## config.mk

```make
export PLATFORM = sky130hd
export DESIGN_NAME = dmem_access_ctrl_flat
export DESIGN_NICKNAME = d
export VERILOG_FILES = /design/src/rtl/dmem_access_ctrl_if.sv /design/src/rtl/dmem_access_ctrl.sv /design/src/flat_wrapper.sv
export SDC_FILE = /design/constraint.sdc
export NUM_CORES = 1
export LEC_CHECK = 0
export CORE_MARGIN = 4
export CORE_UTILIZATION = 30
export DETAILED_ROUTE_END_ITERATION = 16
export DONT_BUFFER_PORTS = 1
export GPL_ROUTABILITY_DRIVEN = 0
export GPL_TIMING_DRIVEN = 0
export SYNTH_ARGS = -nofsm -noshare
export SYNTH_HDL_FRONTEND = slang
export SYNTH_SLANG_ARGS = --single-unit
```

## constraint.sdc

```tcl
create_clock -name clk -period 1.65 [get_ports clk]
set_clock_uncertainty 0.05 [all_clocks]
set_input_delay 0.33 -clock clk [delete_from_list [all_inputs] [get_ports clk]]
set_output_delay 0.33 -clock clk [all_outputs]
set_load 0.005 [all_outputs]
```

## src/rtl/dmem_access_ctrl_if.sv

```systemverilog
// Memory-side request/acknowledge port of the data-memory access controller.
// The controller drives the request side (master); the memory answers with
// mem_ack and, for loads, the raw read word (slave).
interface dmem_access_ctrl_if;
    logic        mem_req;
    logic [3:0]  mem_we;
    logic [29:0] mem_addr;
    logic [31:0] mem_wdata;
    logic        mem_ack;
    logic [31:0] mem_rdata;

    modport master (
        output mem_req,
        output mem_we,
        output mem_addr,
        output mem_wdata,
        input  mem_ack,
        input  mem_rdata
    );

    modport slave (
        input  mem_req,
        input  mem_we,
        input  mem_addr,
        input  mem_wdata,
        output mem_ack,
        output mem_rdata
    );
endinterface

```

## src/rtl/dmem_access_ctrl.sv

```systemverilog
// Memory-stage data-memory access controller.
// Takes one load/store per instruction, issues a registered req/ack access
// with big-endian byte enables, stalls the pipeline until the access ends,
// and hands the raw read word, byte offset and opcode to the load masker.
module dmem_access_ctrl #(
    parameter int TIMEOUT_CYC = 16
) (
    input  logic                   clk,
    input  logic                   rst_n,
    input  logic                   req_valid,
    input  logic [5:0]             opcode,
    input  logic [31:0]            addr,
    input  logic [31:0]            wdata,
    output logic                   stall,
    dmem_access_ctrl_if.master     mem,
    output logic [31:0]            rdata_out,
    output logic [1:0]             offset_out,
    output logic [5:0]             opcode_out,
    output logic                   rdata_valid,
    output logic                   misalign_err,
    output logic                   bus_err
);

    // Opcode encodings shared with the decoder.
    localparam logic [5:0] OP_LB  = 6'h20;
    localparam logic [5:0] OP_LH  = 6'h21;
    localparam logic [5:0] OP_LW  = 6'h23;
    localparam logic [5:0] OP_LBU = 6'h24;
    localparam logic [5:0] OP_LHU = 6'h25;
    localparam logic [5:0] OP_SB  = 6'h28;
    localparam logic [5:0] OP_SH  = 6'h29;
    localparam logic [5:0] OP_SW  = 6'h2B;

    // Wait counter sized to reach TIMEOUT_CYC-1; unused when timeout is disabled.
    localparam int             CNT_W    = (TIMEOUT_CYC > 1) ? $clog2(TIMEOUT_CYC) : 1;
    localparam logic [CNT_W-1:0] CNT_LAST = CNT_W'(TIMEOUT_CYC - 1);
    localparam logic           TO_EN    = (TIMEOUT_CYC != 0) ? 1'b1 : 1'b0;

    typedef enum logic [1:0] {
        ST_IDLE = 2'd0,
        ST_WAIT = 2'd1,
        ST_RESP = 2'd2
    } state_t;

    function automatic logic is_mem_op(input logic [5:0] op);
        case (op)
            OP_LB, OP_LBU, OP_LH, OP_LHU, OP_LW,
            OP_SB, OP_SH, OP_SW: is_mem_op = 1'b1;
            default:             is_mem_op = 1'b0;
        endcase
    endfunction

    function automatic logic is_load(input logic [5:0] op);
        case (op)
            OP_LB, OP_LBU, OP_LH, OP_LHU, OP_LW: is_load = 1'b1;
            default:                             is_load = 1'b0;
        endcase
    endfunction

    // Halfwords need addr[0]=0, words need addr[1:0]=0; bytes are always aligned.
    function automatic logic is_misaligned(input logic [5:0] op, input logic [1:0] off);
        case (op)
            OP_LH, OP_LHU, OP_SH: is_misaligned = off[0];
            OP_LW, OP_SW:         is_misaligned = (off != 2'b00);
            default:              is_misaligned = 1'b0;
        endcase
    endfunction

    // Big-endian lanes: offset 00 addresses bits 31:24, i.e. we[3].
    function automatic logic [3:0] lane_we(input logic [5:0] op, input logic [1:0] off);
        case (op)
            OP_SB:   lane_we = 4'b1000 >> off;
            OP_SH:   lane_we = off[1] ? 4'b0011 : 4'b1100;
            OP_SW:   lane_we = 4'b1111;
            default: lane_we = 4'b0000;
        endcase
    endfunction

    // Replicate narrow store data into every lane so the enables pick the target.
    function automatic logic [31:0] lane_wdata(input logic [5:0] op, input logic [31:0] wd);
        case (op)
            OP_SB:   lane_wdata = {4{wd[7:0]}};
            OP_SH:   lane_wdata = {2{wd[15:0]}};
            default: lane_wdata = wd;
        endcase
    endfunction

    state_t           state_r;
    state_t           state_nxt_s;
    logic [CNT_W-1:0] cnt_r;
    logic             mem_op_s;
    logic             stall_s;
    logic             misalign_s;
    logic             issue_s;
    logic             ack_s;
    logic             timeout_s;
    logic             timeout_hit_s;

    logic             mem_req_r;
    logic [3:0]       mem_we_r;
    logic [29:0]      mem_addr_r;
    logic [31:0]      mem_wdata_r;
    logic [1:0]       off_lat_r;
    logic [5:0]       op_lat_r;
    logic [31:0]      rdata_out_r;
    logic [1:0]       offset_out_r;
    logic [5:0]       opcode_out_r;
    logic             rdata_valid_r;
    logic             bus_err_r;

    assign mem_op_s      = req_valid && is_mem_op(opcode);
    assign timeout_hit_s = TO_EN && (cnt_r == CNT_LAST);

    // Next-state and per-cycle control decode for IDLE/WAIT/RESP.
    always_comb begin
        state_nxt_s = state_r;
        stall_s     = 1'b0;
        misalign_s  = 1'b0;
        issue_s     = 1'b0;
        ack_s       = 1'b0;
        timeout_s   = 1'b0;
        case (state_r)
            ST_IDLE: begin
                if (mem_op_s) begin
                    if (is_misaligned(opcode, addr[1:0])) begin
                        misalign_s  = 1'b1;
                        state_nxt_s = ST_IDLE;
                    end else begin
                        stall_s     = 1'b1;
                        issue_s     = 1'b1;
                        state_nxt_s = ST_WAIT;
                    end
                end else begin
                    state_nxt_s = ST_IDLE;
                end
            end
            ST_WAIT: begin
                stall_s = 1'b1;
                if (mem.mem_ack) begin
                    ack_s       = 1'b1;
                    state_nxt_s = ST_RESP;
                end else if (timeout_hit_s) begin
                    timeout_s   = 1'b1;
                    state_nxt_s = ST_IDLE;
                end else begin
                    state_nxt_s = ST_WAIT;
                end
            end
            ST_RESP: begin
                // The same instruction is still presented here; never resample it.
                state_nxt_s = ST_IDLE;
            end
            default: begin
                state_nxt_s = ST_IDLE;
            end
        endcase
    end

    // State register and wait-cycle counter.
    always_ff @(posedge clk or negedge rst_n) begin
        if (!rst_n) begin
            state_r <= ST_IDLE;
            cnt_r   <= '0;
        end else begin
            state_r <= state_nxt_s;
            if (issue_s) begin
                cnt_r <= '0;
            end else if (state_r == ST_WAIT && !ack_s) begin
                cnt_r <= cnt_r + CNT_W'(1);
            end else begin
                cnt_r <= cnt_r;
            end
        end
    end

    // Memory port registers: loaded on issue, held through WAIT, dropped on ack or abort.
    always_ff @(posedge clk or negedge rst_n) begin
        if (!rst_n) begin
            mem_req_r   <= 1'b0;
            mem_we_r    <= 4'b0000;
            mem_addr_r  <= 30'd0;
            mem_wdata_r <= 32'd0;
            off_lat_r   <= 2'b00;
            op_lat_r    <= 6'd0;
        end else if (issue_s) begin
            mem_req_r   <= 1'b1;
            mem_we_r    <= lane_we(opcode, addr[1:0]);
            mem_addr_r  <= addr[31:2];
            mem_wdata_r <= lane_wdata(opcode, wdata);
            off_lat_r   <= addr[1:0];
            op_lat_r    <= opcode;
        end else if (ack_s || timeout_s) begin
            mem_req_r   <= 1'b0;
            mem_we_r    <= 4'b0000;
        end else begin
            mem_req_r   <= mem_req_r;
            mem_we_r    <= mem_we_r;
        end
    end

    // Response registers for the load masker plus the one-cycle status pulses.
    always_ff @(posedge clk or negedge rst_n) begin
        if (!rst_n) begin
            rdata_out_r   <= 32'd0;
            offset_out_r  <= 2'b00;
            opcode_out_r  <= 6'd0;
            rdata_valid_r <= 1'b0;
            bus_err_r     <= 1'b0;
        end else begin
            rdata_valid_r <= ack_s && is_load(op_lat_r);
            bus_err_r     <= timeout_s;
            if (ack_s) begin
                offset_out_r <= off_lat_r;
                opcode_out_r <= op_lat_r;
                if (is_load(op_lat_r)) begin
                    rdata_out_r <= mem.mem_rdata;
                end else begin
                    rdata_out_r <= rdata_out_r;
                end
            end else begin
                offset_out_r <= offset_out_r;
                opcode_out_r <= opcode_out_r;
                rdata_out_r  <= rdata_out_r;
            end
        end
    end

    assign stall         = stall_s;
    assign misalign_err  = misalign_s;
    assign mem.mem_req   = mem_req_r;
    assign mem.mem_we    = mem_we_r;
    assign mem.mem_addr  = mem_addr_r;
    assign mem.mem_wdata = mem_wdata_r;
    assign rdata_out     = rdata_out_r;
    assign offset_out    = offset_out_r;
    assign opcode_out    = opcode_out_r;
    assign rdata_valid   = rdata_valid_r;
    assign bus_err       = bus_err_r;

endmodule

```

## src/flat_wrapper.sv

```systemverilog
// flat-port wrapper written by rule: the top's interface ports become plain ports
module dmem_access_ctrl_flat 
#(
    parameter int TIMEOUT_CYC = 16
)
  (clk, rst_n, req_valid, opcode, addr, wdata, stall, rdata_out, offset_out, opcode_out, rdata_valid, misalign_err, bus_err, mem_mem_req, mem_mem_we, mem_mem_addr, mem_mem_wdata, mem_mem_ack, mem_mem_rdata);
  dmem_access_ctrl_if mem_i ();
  input  logic clk;
  input  logic rst_n;
  input  logic req_valid;
  input  logic [5:0] opcode;
  input  logic [31:0] addr;
  input  logic [31:0] wdata;
  output logic stall;
  output logic [31:0] rdata_out;
  output logic [1:0] offset_out;
  output logic [5:0] opcode_out;
  output logic rdata_valid;
  output logic misalign_err;
  output logic bus_err;
  output wire logic [$bits(mem_i.mem_req)-1:0] mem_mem_req;
  output wire logic [$bits(mem_i.mem_we)-1:0] mem_mem_we;
  output wire logic [$bits(mem_i.mem_addr)-1:0] mem_mem_addr;
  output wire logic [$bits(mem_i.mem_wdata)-1:0] mem_mem_wdata;
  input wire logic [$bits(mem_i.mem_ack)-1:0] mem_mem_ack;
  input wire logic [$bits(mem_i.mem_rdata)-1:0] mem_mem_rdata;
  assign mem_mem_req = mem_i.mem_req;
  assign mem_mem_we = mem_i.mem_we;
  assign mem_mem_addr = mem_i.mem_addr;
  assign mem_mem_wdata = mem_i.mem_wdata;
  assign mem_i.mem_ack = mem_mem_ack;
  assign mem_i.mem_rdata = mem_mem_rdata;
  dmem_access_ctrl #(.TIMEOUT_CYC(TIMEOUT_CYC)) u_core (.clk(clk), .rst_n(rst_n), .req_valid(req_valid), .opcode(opcode), .addr(addr), .wdata(wdata), .stall(stall), .mem(mem_i), .rdata_out(rdata_out), .offset_out(offset_out), .opcode_out(opcode_out), .rdata_valid(rdata_valid), .misalign_err(misalign_err), .bus_err(bus_err));
endmodule
```

==> qor.txt, run 1 <==
=================================================================================
Clock buffer depth .................................................            2
Cell type contributing the most total cell area after synthesis ....      dfrtp_1
Total Die Area .....................................................    19800 um2
Cell with the most instances after synthesis .......................      dfrtp_1
Number of placed instances with taps included ......................          571
Status ............................................................. finished, violations left
Peak per-stage delay on the critical path ..........................      0.39 ns
Setup slack after layout ...........................................    -0.414 ns
TritonCTS Buffers ..................................................           17
TritonCTS clock tree ...............................................          yes
Commonest cells post-synth ......................................... dfrtp_1 (123), mux2_2 (109), mux2_4 (29)
Layout overhead on the synthesized area ............................        48.3%
Count of clock tree sinks ..........................................          123
Leakage power ......................................................      3.52 nW
Worst path required time ...........................................      1.27 ns
Crit path launch type ..............................................     register
Final Setup Violations .............................................          114
Setup repair after global routing missed its margin ................         true
Number of flops mapped to enable cells by yosys ....................            0
Clock latency of the later-clocked register in the worst-skew pair .      0.41 ns
Overall routing resource usage .....................................        0.145
Area of the mapped netlist .........................................     5270 um2
Number of DRC violations after detailed-routing iteration 0 ........           68
Std-Cell Rows ......................................................           48
I/O Buffers ........................................................            0
Worst setup EP type ................................................  output port
Share of async-settable or async-resettable flops after synthesis ..         1.00
Data arrival time of the critical path .............................      1.68 ns
Maximum operating frequency ........................................    0.485 GHz
Share of the cycle needed by the critical path after routing .......         1.25
Top Ports ..........................................................          217
Total of max-cap violations ........................................            0
Average vias per placed instance ...................................         4.78
Peak VDD IR ........................................................       652 uV
Die boundary width .................................................       141 um
Number of endpoints with negative hold slack in the final report ...          123
Final standard cell area without fillers ...........................     7820 um2
Post-detail-place hpwl .............................................      9110 um
Total length of routed wires .......................................     14600 um
Count of H-tree levels built during CTS ............................            4
Placed cell areas ..................................................     5700 um2
Share of the core filled with cells ................................        0.454
Router iterations before antenna repair ............................            4
Filler-free cell count of the finished design ......................          698
Largest cells by area after synthesis .............................. dfrtp_1 (58%), mux2_2 (23%), mux2_4 (8.3%), mux2i_1 (1.1%), buf_2 (0.85%)
Critical Setup Path Class ..........................................   reg -> out
Nets@finish ........................................................          568
Leading register cell type out of synthesis ........................      dfrtp_1
Worst-margin pin slew ..............................................     0.739 ns
Total nets after synthesis .........................................          453
Violated checks .................................................... negative hold slack, negative setup slack
#FFs+latches synth .................................................          123
Global-route wire length before repair .............................     22100 um
Post-synthesis sequential area ratio ...............................        0.584
Total gr overflow ..................................................            0
Antenna cell count .................................................            0
Hold Worst Slack ...................................................    -0.435 ns
Antenna-violating nets left ........................................            0
PnR Total Power ....................................................     0.0101 W
Gate count of the mapped netlist ...................................          346
Proportion of layout cells with a drive suffix above 1 .............        0.478
HP Class ...........................................................  in -> async
Worst slew slack as a fraction of its limit ........................        0.507
Vias in the first global route .....................................         3793
Number of antenna violations at the first check in global routing ..            0
Number of different library cells in the post-synthesis netlist ....           32
Register clock-pin slew on the reported worst setup and hold paths .      0.05 ns
Power density over the cells .......................................  1290 nW/um2
Die Height .........................................................       141 um
Fraction of synthesized cell area taken by the top area cell type ..        0.584
Drc violations .....................................................            0
Final Critical Period ..............................................      2.06 ns
Final Slew Violations ..............................................            0
Root Buffer ........................................................    clkbuf_16
Initial core utilization ...........................................        0.306
List of cells traversed by the critical path ....................... nor2_2, and4b_1, and4_1, buf_6, buf_12, or2_4
Critical-path cell with the highest stage delay ....................      dfrtp_1
Average size of a mapped cell ......................................     15.2 um2
Maximum number of pins on one net before global-route repair .......          124
Maximum net fanout on the critical path ............................            3
Routed length per instance .........................................      20.9 um
Vias post-DR .......................................................         3335
Std-Cell Core Area .................................................    17200 um2
Warnings, synthesis ................................................            0
=================================================================================
==> worst max-delay path, delay by kind of cell, from the launching register on <==
| kind | cells | cell delay [ns] |
|---|---|---|
| and+or+nand+nor | 4 | 0.66 |
| buffers and inverters | 2 | 0.22 |
| DFF | 1 | 0.39 |
==> placed cells by master, fill, tap and decap left out, types with 3 or more instances in the layout <==
| cell | count |
|---|---|
| bufinv_16 | 4 |
| clkinv_2 | 3 |
| nand2_1 | 10 |
| mux2i_1 | 6 |
| a21oi_1 | 6 |
| nor2_1 | 10 |
| buf_8 | 7 |
| o21ai_0 | 4 |
| dlygate4sd3_1 | 64 |
| dfrtp_1 | 123 |
| clkbuf_16 | 20 |
| buf_6 | 8 |
| inv_1 | 3 |
| buf_4 | 8 |
| clkbuf_1 | 3 |
| buf_12 | 16 |
| mux2_2 | 39 |
| buf_16 | 6 |
| mux2_4 | 99 |
==> layer usage <==
| metal | vias up | part of all wire | GRT usage |
|---|---|---|---|
| li1 | 1455 | - | - |
| met1 | 1708 | 0.39 | 0.166 |
| met2 | 149 | 0.50 | 0.236 |
| met3 | 23 | 0.099 | 0.0717 |
| met4 | 0 | 0.017 | 0.0520 |
| met5 | - | 0 | 0 |
==> per-stage QoR <==
| stage | setup TNS, ns | setup WS, ns |
|---|---|---|
| after floorplan | -4.53 | -0.145 |
| after global placement | -28.23 | -0.435 |
| after detailed placement | -28.89 | -0.452 |
| after CTS | -30.53 | -0.430 |
| after global routing | -40.29 | -0.471 |
| final | -32.62 | -0.414 |
==> registers in the layout, summed over array words and instances, names as in the netlist <==
name,flops
u_core.mem.mem_wdata,32
u_core.rdata_out,32
u_core.mem.mem_addr,30
u_core.op_lat_r,6
u_core.opcode_out,6
u_core.cnt_r,4
u_core.mem.mem_we,4
u_core.off_lat_r,2
u_core.offset_out,2
u_core.state_r,2
u_core.bus_err,1
u_core.mem.mem_req,1
u_core.rdata_valid,1
==> report_power, final <==
part | internal (W) | switching (W)
clock | 0.00256 | 0.00135
combinational | 0.00119 | 0.000388
sequential | 0.00385 | 0.000760
total | 0.00760 | 0.00250
==> cell type report <==
type	instances	area (um2)
plain buffers	17	268
multi-input cells	203	2370
clock inverters	11	168
clock buffers	20	447
repair buffers	96	1190
well taps	225	282
fillers	1521	9420
flip-flops and latches	123	3080
inverters	3	11.3
==> worst paths after layout <==
kind	startpoint	end	slack, ns	cells past startpoint
max reg2reg	u_core.state_r[0]	u_core.mem.mem_wdata[9]	-0.40	9
min	rst_n	u_core.rdata_out[3]	-0.44	0
min reg2reg	u_core.op_lat_r[5]	u_core.op_lat_r[5]	0.46	1
min in group clk	mem_mem_rdata[21]	u_core.rdata_out[21]	0.02	1
max in group asynchronous	rst_n	u_core.mem.mem_addr[20]	1.82	0
max	u_core.state_r[0]	stall	-0.41	6
==> kinds of logic (layout without fill, tap and decap cells) <==
group,count (synthesis),in the layout,synth area share
multiplexers,144,144,0.327
flip-flops,123,123,0.584
AND/OR/NAND/NOR,41,41,0.0401
buffers and inverters,20,147,0.0228
AO/OA/AOI/OAI,14,14,0.0188
XOR/XNOR,3,3,0.00499
adder cells (fa/ha/maj),1,1,0.00237
==> timing repair <==
| item | CTS | global route |
|---|---|---|
| endpoints found under the setup margin | 119 | 114 |
| hold buffers | 63 | 1 |
| gates cloned | 8 | 3 |
| pin swaps | 7 | 4 |
| buffers inserted | 15 | 10 |
| hold endpoints to repair | 186 | 124 |
| resized for setup | 64 | 46 |
Power figures use the tool's default switching activity.
==> run 2, diff against run 1 <==
CORE_MARGIN = 2   (was 4)
RECOVER_POWER = 25   (was not set)
clock period = 1.9 ns   (was 1.65 ns; I/O delays follow)
==> run 2 against run 1 <==
Via count fell by 11%. Final area fell by 16%. Final cell count fell by 11%. Setup slack improved by 0.24 ns. Wire length fell by 14%. The run still ends with negative hold slack, negative setup slack left. Die area fell by 5.6%. First-iteration DRC count rose by 43%. Register-to-register slack improved by 0.24 ns. Critical path depth fell by 1. Sequential cell count did not move. Clock-buffer cell count rose by 4. Sequential power fell by 14%. Critical endpoint unchanged.
==> qor.txt, run 2 (synthesis gave the netlist of run 1 again) <==
=================================================================================
Status ............................................................. finished, violations left   unchanged
Violated checks .................................................... negative hold slack, negative setup slack   unchanged
Critical Setup Path Class ..........................................   reg -> out   unchanged
Top Ports ..........................................................          217   unchanged
Total length of routed wires .......................................     12600 um   was 14600 um
Root Buffer ........................................................    clkbuf_16   unchanged
Total of max-cap violations ........................................            0   unchanged
Die boundary width .................................................       137 um   was 141 um
Maximum number of pins on one net before global-route repair .......          124   unchanged
Data arrival time of the critical path .............................      1.64 ns   was 1.68 ns
Crit path launch type ..............................................     register   unchanged
Std-Cell Core Area .................................................    17200 um2   unchanged
Register clock-pin slew on the reported worst setup and hold paths .      0.05 ns   about the same
Sum of met2 wire segment lengths after detailed routing ............      6180 um   was 7250 um
Maximum net fanout on the critical path ............................            2   was 3
Proportion of layout cells with a drive suffix above 1 .............        0.522   was 0.478
Leakage power ......................................................      2.91 nW   was 3.52 nW
Count of H-tree levels built during CTS ............................            4   unchanged
Router iterations before antenna repair ............................            4   unchanged
Hold Worst Slack ...................................................    -0.386 ns   was -0.435 ns
Peak VDD IR ........................................................       678 uV   was 652 uV
Clock buffer depth .................................................            2   unchanged
Total area of multi-input combinational cells ......................     2150 um2   was 2370 um2
Antenna cell count .................................................            0   unchanged
Sequential cell area ...............................................     3080 um2   unchanged
Total negative slack for setup checks ..............................     -7.94 ns   was -32.62 ns
Layout overhead on the synthesized area ............................        24.5%   was 48.3%
Average vias per placed instance ...................................         4.80   was 4.78
Final Setup Violations .............................................           71   was 114
Routed length per instance .........................................      20.3 um   was 20.9 um
Routed met1 length .................................................      4830 um   was 5650 um
Count of filler cells inserted in the layout .......................         1641   was 1521
Global-route wire length before repair .............................     17200 um   was 22100 um
Final Critical Period ..............................................      2.07 ns
Most common cell after layout, fill and taps aside .................      dfrtp_1   unchanged
Antenna-violating nets left ........................................            0   unchanged
Worst setup EP type ................................................  output port   unchanged
Post-detail-place hpwl .............................................      8460 um   was 9110 um
Worst-margin pin slew ..............................................     0.739 ns   about the same
Total gr overflow ..................................................            0   unchanged
TritonCTS Buffers ..................................................           17   unchanged
TritonCTS clock tree ...............................................          yes   unchanged
Setup repair after global routing missed its margin ................         true   unchanged
Clock latency of the later-clocked register in the worst-skew pair .      0.41 ns   about the same
Overall routing resource usage .....................................        0.126   was 0.145
Die Height .........................................................       137 um   was 141 um
Number of DRC violations after detailed-routing iteration 0 ........           97   was 68
Critical-path cell with the highest stage delay ....................      dfrtp_1   unchanged
Number of cells on the worst reg-to-reg path .......................            8   was 9
Worst slew slack as a fraction of its limit ........................        0.507   about the same
Initial core utilization ...........................................        0.306   unchanged
Share of the cycle needed by the critical path after routing .......         1.09
Final Slew Violations ..............................................            0   unchanged
Reg-to-reg startpoint .............................................. u_core.state_r[1]   was u_core.state_r[0]
Vias in the first global route .....................................         3192   was 3793
Total Die Area .....................................................    18600 um2   was 19800 um2
Destination of the worst register-to-register timing path .......... u_core.mem.mem_wdata[7]   was u_core.mem.mem_wdata[9]
Maximum operating frequency ........................................    0.482 GHz
Count of clock tree sinks ..........................................          123   unchanged
Highest metal layer used by the detailed router ....................         met4   unchanged
HP Class ...........................................................  in -> async   unchanged
R2R setup slack ....................................................     -0.16 ns   was -0.40 ns
I/O Buffers ........................................................            0   unchanged
Met3 layer wire length in the routed design ........................      1420 um   was 1450 um
List of cells traversed by the critical path ....................... nor2_2, and4b_1, and4_4, buf_12, or2_4   was nor2_2, and4b_1, and4_1, buf_6, buf_12, or2_4
Peak per-stage delay on the critical path ..........................      0.40 ns   was 0.39 ns
Drc violations .....................................................            0   unchanged
Setup slack after layout ...........................................    -0.173 ns   was -0.414 ns
Number of endpoints with negative hold slack in the final report ...          123   unchanged
Nets@finish ........................................................          489   was 568
Power density over the cells .......................................  1210 nW/um2   was 1290 nW/um2
Number of antenna violations at the first check in global routing ..            0   unchanged
Vias post-DR .......................................................         2975   was 3335
Std-Cell Rows ......................................................           48   unchanged
Most frequent cells in the layout .................................. dfrtp_1 (123), mux2_2 (94), mux2_4 (44)   was dfrtp_1 (123), mux2_4 (99), dlygate4sd3_1 (64)
Worst path required time ...........................................      1.47 ns   was 1.27 ns
=================================================================================
==> run 2: changes by cell type in the layout (fill, tap and decap cells not counted), moves of 3 or more <==
cell | before | now
mux2_2 | 39 | 94
dlygate4sd3_1 | 64 | 0
mux2_4 | 99 | 44
buf_2 | 0 | 3
bufinv_16 | 4 | 1
clkbuf_16 | 20 | 24
buf_12 | 16 | 8
buf_16 | 6 | 0
buf_8 | 7 | 4
clkbuf_1 | 3 | 7
buf_6 | 8 | 4
==> run 2: worst max-delay path by stage <==
stage / from / endpoint / slack, ns
after floorplan: opcode[2] / u_core.mem.mem_wdata[21] / 0.06
after global placement: opcode[2] / u_core.mem.mem_wdata[17] / -0.37
after detailed placement: opcode[2] / u_core.mem.mem_wdata[18] / -0.41
after CTS: u_core.state_r[1] / stall / -0.23
after global routing: u_core.state_r[1] / stall / -0.29
final: u_core.state_r[1] / stall / -0.17
==> run 2: power by group <==
| group | total (W) | leakage [nW] | switching, W | internal [W] |
|---|---|---|---|---|
| Clock | 0.00291 | 0.258 | 0.00109 | 0.00182 |
| Sequential | 0.00396 | 1.56 | 0.000618 | 0.00335 |
| Combinational | 0.00105 | 1.09 | 0.000276 | 0.000770 |
| Total | 0.00792 | 2.91 | 0.00199 | 0.00593 |
==> run 2: layout make-up <==
class / instances / share of cell area
buffer: 16 / 0.0340
clock buffer: 24 / 0.0704
clock inverter: 8 / 0.0107
inverter: 3 / 0.00172
multi-input combinational: 203 / 0.328
sequential: 123 / 0.469
tap: 225 / 0.0429
timing repair buffer: 18 / 0.0435
==> run 2: routing by layer <==
metal  up-vias  global-route usage
met5         -                   0
met4         0              0.0480
met3        14              0.0800
met2       149               0.197
met1      1514               0.138
li1       1298                   -
==> run 2: repair_timing <==
item | CTS | global route
buffers inserted | 6 | 5
hold endpoints to repair | 123 | 123
gates resized for setup | 23 | 41
cloned | 0 | 7
pin swaps | 6 | 4
endpoints found under the setup margin | 102 | 107
==> run 2: through the flow <==
stage	total power, W	util	cells	cell area (um2)	setup slack, ns
floorplan	0.00464	-	346	5270	0.0594
global placement	0.00490	0.322	571	5550	-0.371
detailed placement	0.00497	0.322	571	5550	-0.410
CTS	0.00797	0.360	609	6210	-0.225
global route	0.00835	0.381	620	6560	-0.289
finish	0.00792	0.381	620	6560	-0.173
==> run 2: critical path, delay by kind of cell, from the launching register on <==
kind	cells	cell delay, ns
AND/OR/NAND/NOR	4	0.73
flip-flops	1	0.40
buffers and inverters	1	0.11
==> run 3, diff against run 2 <==
GPL_ROUTABILITY_DRIVEN = not set   (was 0)
==> results of run 3 <==
Same layout as run 2: the final DEF is identical, and so are final timing and power.
